===== config.mk =====
export PLATFORM = sky130hd
export DESIGN_NAME = seq_bist_ctrl
export DESIGN_NICKNAME = d
export VERILOG_FILES = /design/src/rtl/bist_pkg.sv /design/src/rtl/bist_lfsr.sv /design/src/rtl/seq_bist_ctrl.sv
export SDC_FILE = /design/constraint.sdc
export NUM_CORES = 1
export LEC_CHECK = 0
export BUFFER_PORTS_ARGS = -buffer_cell sky130_fd_sc_hd__buf_2
export CORE_UTILIZATION = 60
export CTS_BUF_LIST = sky130_fd_sc_hd__clkbuf_4
export CTS_CLUSTER_DIAMETER = 50
export DETAILED_ROUTE_END_ITERATION = 7
export GPL_TIMING_DRIVEN = 0
export PLACE_DENSITY = 0.95
export SLEW_MARGIN = 20
export SYNTH_ARGS = -nofsm -noshare
export SYNTH_HDL_FRONTEND = slang
export SYNTH_SLANG_ARGS = --single-unit

===== constraint.sdc =====
create_clock -name clock -period 6.5 [get_ports clock]
set_clock_uncertainty 0.2 [all_clocks]
set_input_delay 0.325 -clock clock [delete_from_list [all_inputs] [get_ports clock]]
set_output_delay 0.325 -clock clock [all_outputs]
set_load 0.02 [all_outputs]

===== src/rtl/bist_pkg.sv =====
// bist_pkg: FSM state type and width-generic LFSR/MISR next-state functions.
package bist_pkg;
    typedef enum logic [1:0] {IDLE, INIT, RUN, DONE} state_t;
    localparam int MAX_W = 64;
    function automatic logic [MAX_W-1:0] wmask(input int w);
        return (w >= MAX_W) ? '1 : ((MAX_W'(1) << w) - MAX_W'(1));
    endfunction
    function automatic logic [MAX_W-1:0] lfsr_next(input logic [MAX_W-1:0] v, input logic [MAX_W-1:0] taps, input int w);
        return ((v << 1) | MAX_W'(^(v & taps))) & wmask(w);
    endfunction
    function automatic logic [MAX_W-1:0] misr_next(input logic [MAX_W-1:0] v, input logic [MAX_W-1:0] poly, input logic [MAX_W-1:0] din, input int w);
        return ((v << 1) ^ ((|(v & (MAX_W'(1) << (w - 1)))) ? poly : '0) ^ din) & wmask(w);
    endfunction
endpackage


===== src/rtl/bist_lfsr.sv =====
// bist_lfsr: loadable shift register; Fibonacci LFSR or Galois MISR feedback selected by MISR_MODE.
module bist_lfsr
    import bist_pkg::*;
#(
    parameter int W = 4,
    parameter logic [W-1:0] MASK = '0,
    parameter bit MISR_MODE = 1'b0,
    parameter logic [W-1:0] RST_VAL = '0
) (
    input  logic         clk,
    input  logic         rst,
    input  logic         load,
    input  logic         en,
    input  logic [W-1:0] load_val,
    input  logic [W-1:0] pi,
    output logic [W-1:0] q
);
    logic [W-1:0] nx;
    // pi is the parallel-input XOR; tie it to zero for a plain pattern generator
    always_comb nx = MISR_MODE ? W'(misr_next(MAX_W'(q), MAX_W'(MASK), MAX_W'(pi), W))
                               : W'(lfsr_next(MAX_W'(q), MAX_W'(MASK), W)) ^ pi;
    always_ff @(posedge clk or posedge rst)
        if (rst) q <= RST_VAL;
        else if (load) q <= load_val;
        else if (en) q <= nx;
endmodule


===== src/rtl/seq_bist_ctrl.sv =====
// seq_bist_ctrl: BIST controller driving LFSR patterns into a sequential DUT and
// compacting its outputs into a MISR signature checked against a golden value.
module seq_bist_ctrl
    import bist_pkg::*;
#(
    parameter int IN_W = 4,
    parameter int OUT_W = 1,
    parameter int LFSR_W = 4,
    parameter logic [LFSR_W-1:0] LFSR_TAPS = 4'b1100,
    parameter logic [LFSR_W-1:0] LFSR_SEED = 4'b0001,
    parameter int PAT_CNT = 16,
    parameter int INIT_CYC = 1,
    parameter int MISR_W = 16,
    parameter logic [MISR_W-1:0] MISR_POLY = 16'h1021,
    parameter logic [MISR_W-1:0] GOLDEN_SIG = 16'h0000
) (
    input  logic              clock,
    input  logic              reset,
    input  logic              start,
    output logic [IN_W-1:0]   dut_pi,
    input  logic [OUT_W-1:0]  dut_po,
    output logic              dut_init,
    output logic              busy,
    output logic              done,
    output logic              pass,
    output logic [MISR_W-1:0] signature
);
    localparam int PW = $clog2(PAT_CNT + 1);
    localparam int IW = $clog2(INIT_CYC + 1);
    localparam logic [LFSR_W-1:0] SEED = (LFSR_SEED == '0) ? LFSR_W'(1) : LFSR_SEED;

    state_t state, nxt;
    logic [PW-1:0] pcnt;
    logic [IW-1:0] icnt;
    logic [LFSR_W-1:0] lfsr_q, pat_d;
    logic go, init_end, run_end, run;

    bist_lfsr #(.W(LFSR_W), .MASK(LFSR_TAPS), .MISR_MODE(1'b0), .RST_VAL(SEED)) u_lfsr (
        .clk(clock), .rst(reset), .load(go), .en(run), .load_val(SEED), .pi('0), .q(lfsr_q)
    );

    bist_lfsr #(.W(MISR_W), .MASK(MISR_POLY), .MISR_MODE(1'b1), .RST_VAL('0)) u_misr (
        .clk(clock), .rst(reset), .load(go), .en(run), .load_val('0), .pi(MISR_W'(dut_po)), .q(signature)
    );

    always_comb begin
        run = state == RUN;
        go = (state == IDLE || state == DONE) && start;
        init_end = state == INIT && icnt == IW'(INIT_CYC - 1);
        run_end = run && pcnt == PW'(PAT_CNT - 1);
        nxt = go ? INIT : init_end ? RUN : run_end ? DONE : state;
        // dut_pi is registered, so it is loaded with the pattern the LFSR holds after this edge
        pat_d = run ? LFSR_W'(lfsr_next(MAX_W'(lfsr_q), MAX_W'(LFSR_TAPS), LFSR_W)) : lfsr_q;
    end

    always_ff @(posedge clock or posedge reset)
        if (reset) begin
            state <= IDLE;
            pcnt <= '0;
            icnt <= '0;
            dut_pi <= '0;
            dut_init <= 1'b0;
            busy <= 1'b0;
            done <= 1'b0;
            pass <= 1'b0;
        end else begin
            state <= nxt;
            icnt <= go ? '0 : (state == INIT) ? icnt + 1'b1 : icnt;
            pcnt <= go ? '0 : run ? pcnt + 1'b1 : pcnt;
            dut_pi <= (nxt == RUN) ? pat_d[IN_W-1:0] : '0;
            dut_init <= nxt == INIT;
            // busy spans the cycle in which the final signature settles before done/pass register
            busy <= nxt == INIT || nxt == RUN || run;
            done <= state == DONE && nxt == DONE;
            pass <= state == DONE && nxt == DONE && signature == GOLDEN_SIG;
        end
endmodule


# Word level (Yosys, flattened, before mapping)
# Index checks and enable logic that the tools add are counted.
totals:
  ramBits: 0
  ff_bits: 36
  in_bits: 4
  memories: 0
  out_inout_bits: 24
  romBits: 0
  wordCells: 49
  latch_bits: 0
op_classes:
  n_reduce_logical: 13
  div_mod_pow: 0
  n_bitwise: 4
  n_shift: 0
  mul: 0
  add_sub_neg: 2
  order_cmp: 0
  mux: 13
  eq_ne: 7
ops:
  columns: ["operator", "n"]
  rows:
  - ["$reduce_xor 64->1", 1]
  - ["$mux 16", 2]
  - ["$logic_not 16->1", 1]
  - ["$xor 16x1->16", 1]
  - ["$xor 16x16->16", 1]
  - ["$mux 13", 1]
  - ["$mux 4", 3]
  - ["$mux 5", 2]
  - ["$eq 2x2->1 const B", 4]
  - ["$mux 2", 3]
  - ["$add 5x1->5 const B", 1]
  - ["$eq 5x4->1 const B", 1]
  - ["$logic_and 1x1->1", 5]
  - ["$eq 2x1->1 const B", 2]
  - ["$or 4x1->4", 1]
  - ["$reduce_bool 2->1", 2]
  - ["$logic_or 1x1->1", 3]
  - ["$logic_not 2->1", 1]
  - ["$mux 1", 2]
  - ["$add 1x1->1 const B", 1]
  - ["$not 1->1", 1]

# Longest topological paths before layout
depth:
  word_depth: 8
  mapped_depth: 10
  ltp_nobuf: 9

# Hierarchy
# From an unflattened synthesis, not the netlist that was laid out.
hier_totals:
  hier_cells: 192
  hier_area_um2: 1985.7
by_module_without_submodules:
  columns: ["mod", "area_per_inst_um2", "seq_area_each_um2", "cells_each", "n_inst"]
  rows:
  - ["bist_lfsr at u_misr", 920.9, 400.4, 93, 1]
  - ["seq_bist_ctrl", 813.3, 400.4, 73, 1]
  - ["bist_lfsr at u_lfsr", 251.5, 101.3, 26, 1]

# Worst setup path before layout
# Ideal clock, no wire load.
synth_path:
  path_kind: "register to register"
  startpoint: "reg pcnt[0]"
  endpoint: "reg pass"
  t_required_ns: 6.185
  period_less_slack_ns: 2.080
  path_buffers: 0
  path_stages_with_launch: 10
  setup_time_ns: 0.115
  arrival_time_ns: 1.764
  path_slack_ns: 4.420
  path_cell_list: "dfrtp_1 > ha_1 > and3_1 > ha_1 > a211o_1 > and2_1 > ha_1 > and2_1 > nand2_1 > nor2_1"
synth_between:
  elab_chain_cells: 8
synth_rtl:
  columns: ["item", "line", "source"]
  rows:
  - ["start: declaration", "seq_bist_ctrl.sv:33", "logic [PW-1:0] pcnt;"]
  - ["start signal: assignment", "seq_bist_ctrl.sv:69", "pcnt <= go ? '0 : run ? pcnt + 1'b1 : pcnt;"]
  - ["$eq 5x4->1", "seq_bist_ctrl.sv:50", "run_end = run && pcnt == PW'(PAT_CNT - 1);"]
  - ["$logic_and 1x1->1", "seq_bist_ctrl.sv:50", null]
  - ["$mux 2 (3 in a row)", "seq_bist_ctrl.sv:51", "nxt = go ? INIT : init_end ? RUN : run_end ? DONE : state;"]
  - ["net nxt[1]", "seq_bist_ctrl.sv:32", "state_t state, nxt;"]
  - ["$eq 2x2->1", "seq_bist_ctrl.sv:75", "pass <= state == DONE && nxt == DONE && signature == GOLDEN_SIG;"]
  - ["$logic_and 1x1->1 (2 in a row)", "seq_bist_ctrl.sv:75", null]
  - ["end signal: assignment", "seq_bist_ctrl.sv:65", "pass <= 1'b0;"]
  - ["end signal: assignment", "seq_bist_ctrl.sv:75", null]
  - ["end: declaration", "seq_bist_ctrl.sv:25", "output logic pass,"]
# The timed path passes the listed nets, and every way through them passes these cells.
# A chain may end at the register's enable or synchronous reset.

# Worst setup path in the final report
# Same ends and word-level chain as after synthesis.

==> out/metrics.cfg <==
[power_and_ir_drop]
ir_drop_mv = 0.331
p_leak_nw = 1.00
power_density_nw_per_um2 = 481

[sta]
finalCriticalPeriod_ns = 2.21
fin_crit_sh_pct = 34.1
max-slew-margin-rel_pct = 50.8
fmax_ghz = 0.452
rsz0062_at_grt = no
final_hold_viol_count = 0
drv_slew = 0
finalSetupViolations = 0
setup_tns_ns = 0
worst_pin_slew_ns = 0.736

[placed_design]
dp_hpwl_mm = 2.14
dp.cells = 194
place.gp.congestion = 0.783
dpl_cell_area_um2 = 1790
port-buffer-count = 27

[outcome]
status = finished clean

[global_route]
grt_pass1_vias = 1066
gr-total-overflow = 0
met1_usage_pct = 30.6
grt_antenna_before_repair = 0
grt_use_met3_pct = 9.60
grt_usage_pct = 25.4
grt_pass1_wl_mm = 4.97
grt_max_degree = 37
busiest_layer = met2
met2_usage_pct = 40.9

[drt]
remaining_drc_errors = 0
routedWlPerCell_um = 14.9
vias_per_cell = 5.38
via_count = 1092
wl_mm = 3.02
ant_nets = 0
drtIter0Drc = 31
first_pass_iters = 4

[floorplan]
die_w_um = 54.0
num_rows = 18
fp.dieH_um = 54.0
coreArea_um2 = 2520
pin_count = 28
start_util_pct = 64.2
dieArea_um2 = 2910

[setup_path]
cp_data_required_time_ns = 6.55
max_stage_delay_ns = 0.43
crit_slowest_cell = dfrtp_1
cpMostUsedCell = ha_1
criticalPathCategory = reg -> reg
path_cells = ha_1, and3_1, ha_1, a211o_1, and2_1, ha_1, and2_1, nand2_1, nor2_1
cp_data_arrival_time_ns = 2.26
cp-start-kind = flop
cp_max_fo = 3
worstSetupEndpointType = flop

[clock_network]
clk_pin_slew_worst_paths_ns = 0.11
numCtsBuffers = 5
cts.sinks = 36
cts_tree = yes
cts_max_path_buffers = 2
cts_resized = 0
cts_max_level = 2
clk_latency_ns = 0.35
cts.root.buffer_cell = clkbuf_4

[yosys]
synth_commonest_cells = dfrtp_1, nor2_1, mux2i_1, ha_1
synth_warnings = 0
synth_area_um2 = 1620
synth.distinct_cells = 25
postSynth.asyncResetShare_pct = 100
synth_top_area_share_pct = 54.1
synth_seq_cells = 36
synth_ff_type = dfrtp_1
synth.most_common_cell = dfrtp_1
synth_edf_count = 0
synth_seq_area_share_pct = 55.7
avgSynthCellArea_um2 = 11.8
yosysTopAreaCell = dfrtp_1
synthTopCellsByArea = dfrtp_1, mux2i_1, ha_1
synth_nets = 149
synth_cells = 137

[layout]
final_area_um2 = 1880
fin_nets = 184
nFillCells = 166
drive_gt1_share_pct = 26.6
antenna_cells = 0
finalNonFillerCells = 203
syn2layout_area_growth_pct = 16.2

[flow_run]
cap_viol_max_count = 0

[hold_path]
hold_class = in -> reg

[report_power, final]
group,switching [W],internal (W),total (W)
Combinational,0.000233,0.000169,0.000402
Sequential,0.0000551,0.000294,0.000349
Clock,0.0000745,0.0000801,0.000155
Total,0.000363,0.000543,0.000905
[worst paths after layout]
kind | to | slack (ns) | from | cells after the start
setup / recovery | pass | 4.29 | pcnt[0] | 9
hold / removal | u_misr.q[0] | 0.06 | dut_po | 3
setup reg to reg | pass | 4.29 | pcnt[0] | 9
hold reg to reg | icnt | 0.37 | icnt | 2
max in group asynchronous | dut_pi[2] | 5.19 | reset | 3
min in group asynchronous | pass | 0.44 | reset | 3
[flip-flops by register name (all words and copies together) (netlist names)]
name / count
pcnt: 5
u_misr.q: 16
done: 1
state: 2
dut_pi: 4
pass: 1
icnt: 1
u_lfsr.q: 4
busy: 1
dut_init: 1
[through the flow]
step	total power [W]	worst slack (ns)	hold WS (ns)	util (%)
2_1_floorplan	0.000645	4.42	0.268	-
3_3_place_gp	0.000729	4.35	0.317	71.1
3_5_place_dp	0.000752	4.29	0.281	71.1
4_1_cts	0.000910	4.26	0.0499	74.7
5_1_grt	0.000976	4.15	0.0645	74.7
6_report	0.000905	4.29	0.0602	74.7
[cell type report]
class                      instances  area [um^2]  share of cell area [%]
clock inverter                     3         42.5                    2.26
inverter                           5         18.8                   0.997
sequential                        36          902                    47.9
multi-input combinational         88          621                    33.0
buffer                             8         78.8                    4.19
clock buffer                       5         37.5                    1.99
tap                               30         37.5                    1.99
timing repair buffer              28          145                    7.71
[per-layer routing]
| metal | share of wire (%) | vias to the layer above |
|---|---|---|
| li1 | - | 524 |
| met1 | 44 | 543 |
| met2 | 50 | 19 |
| met3 | 4.3 | 6 |
| met4 | 1.6 | 0 |
| met5 | 0 | - |
[cell families after synthesis]
| kind of cell | count (synthesis) | synth area share, % |
|---|---|---|
| AOI/OAI and AO/OA | 7 | 3.01 |
| buffers and inverters | 13 | 6.02 |
| xor gates and xnor gates | 8 | 4.32 |
| and+or+nand+nor | 47 | 13.7 |
| DFF | 36 | 55.7 |
| adders and majority gates | 8 | 6.18 |
| muxes | 18 | 11.1 |
[cells in the final DEF (no fill, tap or decap), types with 2 or more instances in the layout]
| master | count |
|---|---|
| nor2_1 | 26 |
| dfrtp_1 | 35 |
| a211oi_1 | 4 |
| nand2_1 | 5 |
| ha_1 | 8 |
| mux2i_1 | 18 |
| inv_1 | 4 |
| clkbuf_4 | 5 |
| xnor2_1 | 5 |
| nor2b_1 | 5 |
| xor2_1 | 3 |
| buf_12 | 2 |
| buf_2 | 30 |
| and2_1 | 3 |
| nor4_1 | 4 |
[critical path: cells and delay by family (launching register included)]
| kind | cells | cell delay [ns] |
|---|---|---|
| compound gates | 1 | 0.27 |
| fa+ha+maj | 3 | 0.60 |
| flops | 1 | 0.43 |
| simple gates | 5 | 0.63 |
[what timing repair did]
item / in CTS / in global routing
hold buffers: 1 / 0
setup buffers: 0 / 0
hold endpoints to repair: 35 / 0
Power figures use the tool's default switching activity.
